[src/rtl/fifo_addr_storage.sv]
// fifo_addr_storage: circular FIFO storage array with wrapping write/read address generators
module fifo_addr_storage #(
  parameter int MAX_DATA = 16,
  parameter int ADDR_W   = 4,
  parameter int DATA_W   = 8
) (
  input  logic              clk,
  input  logic              rst_n,
  input  logic              wen,
  input  logic [DATA_W-1:0] wdata,
  input  logic              wptr_en,
  input  logic              rptr_en,
  output logic [ADDR_W-1:0] waddr,
  output logic [ADDR_W-1:0] raddr,
  output logic [DATA_W-1:0] rdata
);
  localparam logic [ADDR_W-1:0] LAST = ADDR_W'(MAX_DATA - 1);
  logic [ADDR_W-1:0] waddr_q, waddr_d, raddr_q, raddr_d;
  logic [DATA_W-1:0] mem_q [MAX_DATA];
  always_comb begin
    waddr_d = wptr_en ? (waddr_q == LAST ? '0 : waddr_q + 1'b1) : waddr_q;
    raddr_d = rptr_en ? (raddr_q == LAST ? '0 : raddr_q + 1'b1) : raddr_q;
  end
  always_ff @(posedge clk or negedge rst_n)
    if (!rst_n) begin
      waddr_q <= '0;
      raddr_q <= '0;
    end else begin
      waddr_q <= waddr_d;
      raddr_q <= raddr_d;
    end
  always_ff @(posedge clk)
    if (rst_n && wen) mem_q[waddr_q] <= wdata;
  assign waddr = waddr_q;
  assign raddr = raddr_q;
  assign rdata = mem_q[raddr_q];
endmodule

[config.mk]
export PLATFORM = sky130hd
export DESIGN_NAME = fifo_addr_storage
export DESIGN_NICKNAME = d
export VERILOG_FILES = /design/src/rtl/fifo_addr_storage.sv
export SDC_FILE = /design/constraint.sdc
export NUM_CORES = 1
export LEC_CHECK = 0
export CAP_MARGIN = 25
export CORE_ASPECT_RATIO = 0.6
export CORE_MARGIN = 2
export CORE_UTILIZATION = 40
export DETAILED_ROUTE_END_ITERATION = 16
export PLACE_DENSITY = 0.62
export SETUP_SLACK_MARGIN = 0.1
export SYNTH_ARGS = -nofsm -noshare
export SYNTH_HDL_FRONTEND = slang
export SYNTH_SLANG_ARGS = --single-unit
[constraint.sdc]
create_clock -name clk -period 2.8 [get_ports clk]
set_input_delay 0.56 -clock clk [delete_from_list [all_inputs] [get_ports clk]]
set_output_delay 0.56 -clock clk [all_outputs]
set_load 0.01 [all_outputs]
== After elaboration in Yosys (flattened, before gate mapping) ==
Memory sizes are Yosys's and may differ from the RTL's.
Index checks and enable logic that the tools add are counted.
Operators by class
  $add $sub $neg: 2
  eq/ne operators: 2
  muxes and demuxes: 4
  reduce and logical (&&, ||, !) cells: 1
Operators by type and width (count)
  4-bit by 1-bit adder with 4-bit output, second input constant: 2
  4-bit equality test, second input constant: 2
  4-bit two-way mux: 2
  1-bit two-way mux: 2
  1-bit logical AND: 1
Word-level totals
  register bits: 8
  RAM bits: 128
  output and inout port bits: 16
  logic and storage cells: 12
  memories: 1
Memory list
  mem_q: words 16, width 8, rd ports 1, clocked after memory_dff 0, write ports 1, RTL line 19  | logic [DATA_W-1:0] mem_q [MAX_DATA];

== Logic depth before layout (Yosys ltp) ==
  depth in word-level cells: 3
  mapped depth: 5
  mapped depth without buffers: 4

== Worst setup path after synthesis ==
OpenSTA, ideal clock, no wires.
  kind: reg2out
  start: reg raddr_q[0] (netlist: raddr[0])
  end: out rdata[1]
  data arrival time: 1434 ps
  required time: 2240 ps
  path slack: 806 ps
  stages on the path, launching flop included: 5
  buffers on the path: 1
  path through: dfrtp_1 buf_6 mux4_2 mux2i_1 o22ai_1
Between the ends
  longest elaborated chain between the ends: 1
RTL lines
  start, declared: RTL line 18  | logic [ADDR_W-1:0] waddr_q, waddr_d, raddr_q, raddr_d;
  start signal, assigned: RTL line 30  | raddr_q <= raddr_d;
  memory read 16 x 8 bit
  end, declared: RTL line 15  | output logic [DATA_W-1:0] rdata
No other way between the ends.

== Worst setup path in the final report ==
  start: reg raddr_q[0] (netlist: raddr[0])
  end: out rdata[5]
The elaborated chain is that of the path after synthesis.

==> run summary <==
Core Region -> 13500 um^2
Rows -> 33
Seq cells post-synth -> 136
RSZ-0062 raised after global routing -> yes
Yosys cell types -> 27
Endpoints failing hold -> 0
Mapped Nets -> 316
Slew headroom -> 0.531
Number of global-route vias before repair -> 2953
Leak Pwr -> 2.24 nW
CTS sink count -> 136
Power per cell area -> 954 nW/um^2
Final count of pins violating max slew -> 0
Largest net degree at the start of global routing -> 22
Synth Area in Compound Gates -> 0.0394
Min-delay worst type -> in2async
Final setup violation count -> 0
Routed vias/inst -> 5.34
Post-Synth Simple-Gate Area -> 0.0364
Drt initial violations -> 280
Slowest cell delay on critical path -> 0.51 ns
Xor/xnor cell area share of the yosys netlist -> 0.00320
Clock buffer depth -> 2
Worst setup SP type -> flip-flop
Critical Path AT -> 2.09 ns
Mapped Area -> 5470 um^2
I/O pin count -> 29
Layout cells sized above 1 -> 0.335
Nets -> 376
Sequential cell area fraction in the yosys report -> 0.739
Leading cell type in the layout, fill and taps excluded -> edfxtp_1
Die area -> 14700 um^2
Actual slew at the worst max-slew pin -> 0.702 ns
Dpl cells -> 510
Status -> complete, no violations
Mux contribution to synthesized area -> 0.149
Min cycle time layout -> 2.65 ns
Worst setup margin -> 0.147 ns
Gpl congestion -> 0.819
Synth Warn # -> 0
Clk slew on worst S/H paths -> 0.06 ns
Slowest CP cell -> mux4_2
H-tree depth -> 4
Fin crit share -> 0.948
DR pass1 iterations -> 5
CTS tree -> yes
Die Width -> 155 um
Area Growth Syn to Fin -> 23.0%
Setup Total Neg Slack -> 0 ns
Cells after Synth -> 297
GRT Overall Usage -> 0.179
Crit end category -> primary output
Max cap viols -> 0
Average wire per standard cell -> 22.2 um
Initial core utilization -> 0.405
Worst skew pair latency -> 0.41 ns
Vias -> 2909
Die height -> 94.6 um
Critical Path RT -> 2.24 ns
Initial antenna violation count -> 0
Adder-Cell Fraction of Synth Area -> 0.0137
CTS root buffer -> clkbuf_16
Setup slack at placement -> 0.237 ns
IO buf count -> 28
Non-Filler Instances -> 545
Mean cell area of the mapped netlist -> 18.4 um^2
Peak VDD IR -> 0.432 mV
N_diodes -> 0
CTS Buf Count -> 17
Critical path class -> reg2out
Ordered list of cells on the worst path -> buf_8, mux4_2, mux2i_2, o22ai_1, dlygate4sd2_1
Most frequent cells in the layout -> edfxtp_1 (128), mux2_2 (33), buf_4 (24), clkdlybuf4s50_1 (20), clkbuf_16 (17)
Routed wire length -> 12100 um
Critical path fanouts, max -> 6
Clock skew -> 0.00884 ns
Largest family of logic cells by synthesized area -> multiplexers
Final ANT Viol Nets -> 0
First-pass GRT wire length -> 18400 um
Remaining DRCs -> 0
Fmax -> 377 MHz
Total gr overflow -> 0
Placed wire-length estimate -> 8030 um
## power breakdown
part	switching [mW]	total (mW)	internal (mW)
logic	0.885	1.76	0.873
registers	0.148	2.50	2.35
clock network	0.843	2.16	1.31
total	1.88	6.42	4.54
## through the flow
step | util | power, mW | cell area [um^2] | hold WS (ns)
2_1_floorplan | - | 3.55 | 5470 | 0.264
3_3_place_gp | 0.451 | 4.27 | 6090 | 0.652
3_5_place_dp | 0.451 | 4.29 | 6090 | 0.652
4_1_cts | 0.499 | 6.48 | 6740 | 0.588
5_1_grt | 0.498 | 6.69 | 6730 | 0.614
6_report | 0.498 | 6.42 | 6730 | 0.587
## layer usage
layer	GRT usage	vias up	wire [um]
met3	0.0509	4	1050
met4	0.0509	0	68
met5	0	-	0
met1	0.281	1490	5910
met2	0.239	107	5080
li1	-	1308	-
## state kept, by name, summed over array words and instances, names as in the netlist
register / cells
mem_q: 128
raddr: 4
waddr: 4
## cell type report
cell class              count  area, um^2
repair buffers             58         508
inverters                   3        11.3
flip-flops and latches    136        4050
well taps                 175         219
multi-input cells         141        1370
fillers                  1097        6780
clock buffers              18         429
clock inverters            14         148
## synthesized netlist by cell type, drive strengths merged
library cell / n / area [um^2]
nor3: 2 / 10.0
mux2: 33 / 372
nor2: 14 / 52.6
buf: 13 / 76.3
dfrtp: 8 / 200
o22ai: 16 / 100
mux2i: 8 / 80.1
a21oi: 2 / 10.0
nand3: 8 / 40.0
nand3b: 1 / 7.51
or2b: 1 / 7.51
nand2b: 5 / 31.3
o221ai: 8 / 70.1
ha: 6 / 75.1
nand4: 1 / 6.26
xnor2: 2 / 17.5
or2: 1 / 6.26
nand2: 10 / 37.5
mux4: 16 / 364
clkbuf: 4 / 15.0
edfxtp: 128 / 3840
o21ai: 7 / 35.0
inv: 3 / 11.3
## kinds of logic after synthesis
group,after synthesis
xor+xnor,2
buf+inv,20
flops,136
mux,57
compound gates,33
simple gates,43
fa+ha+maj,6
## worst max-delay path: cells and delay by family, from the launching register on
kind,cells,cell delay (ns)
AO/OA/AOI/OAI,1,0.11
buffers and inverters,2,0.45
flip-flops,1,0.42
multiplexers,2,0.70
## repair_timing
| action | 4_1_cts | 5_1_grt |
|---|---|---|
| gates cloned | 1 | 0 |
| setup buffers | 2 | 0 |
| resized for setup | 25 | 12 |
| setup endpoints to repair | 8 | 7 |
| pin swaps | 0 | 0 |
| hold endpoints to repair | 0 | 0 |
| hold buffers | 0 | 0 |
## worst paths after layout
check / end / slack [ns] / cells past startpoint / from
setup / recovery: rdata[5] / 0.15 / 5 / raddr[0]
hold / removal: waddr[2] / 0.59 / 2 / rst_n
setup reg to reg: mem_q[1][1] / 1.14 / 5 / waddr[1]
hold reg to reg: waddr[3] / 0.66 / 2 / waddr[0]
max in group asynchronous: raddr[0] / 2.05 / 2 / rst_n
min in group clk: waddr[3] / 0.66 / 2 / waddr[0]
(Power assumes the default switching activity.)
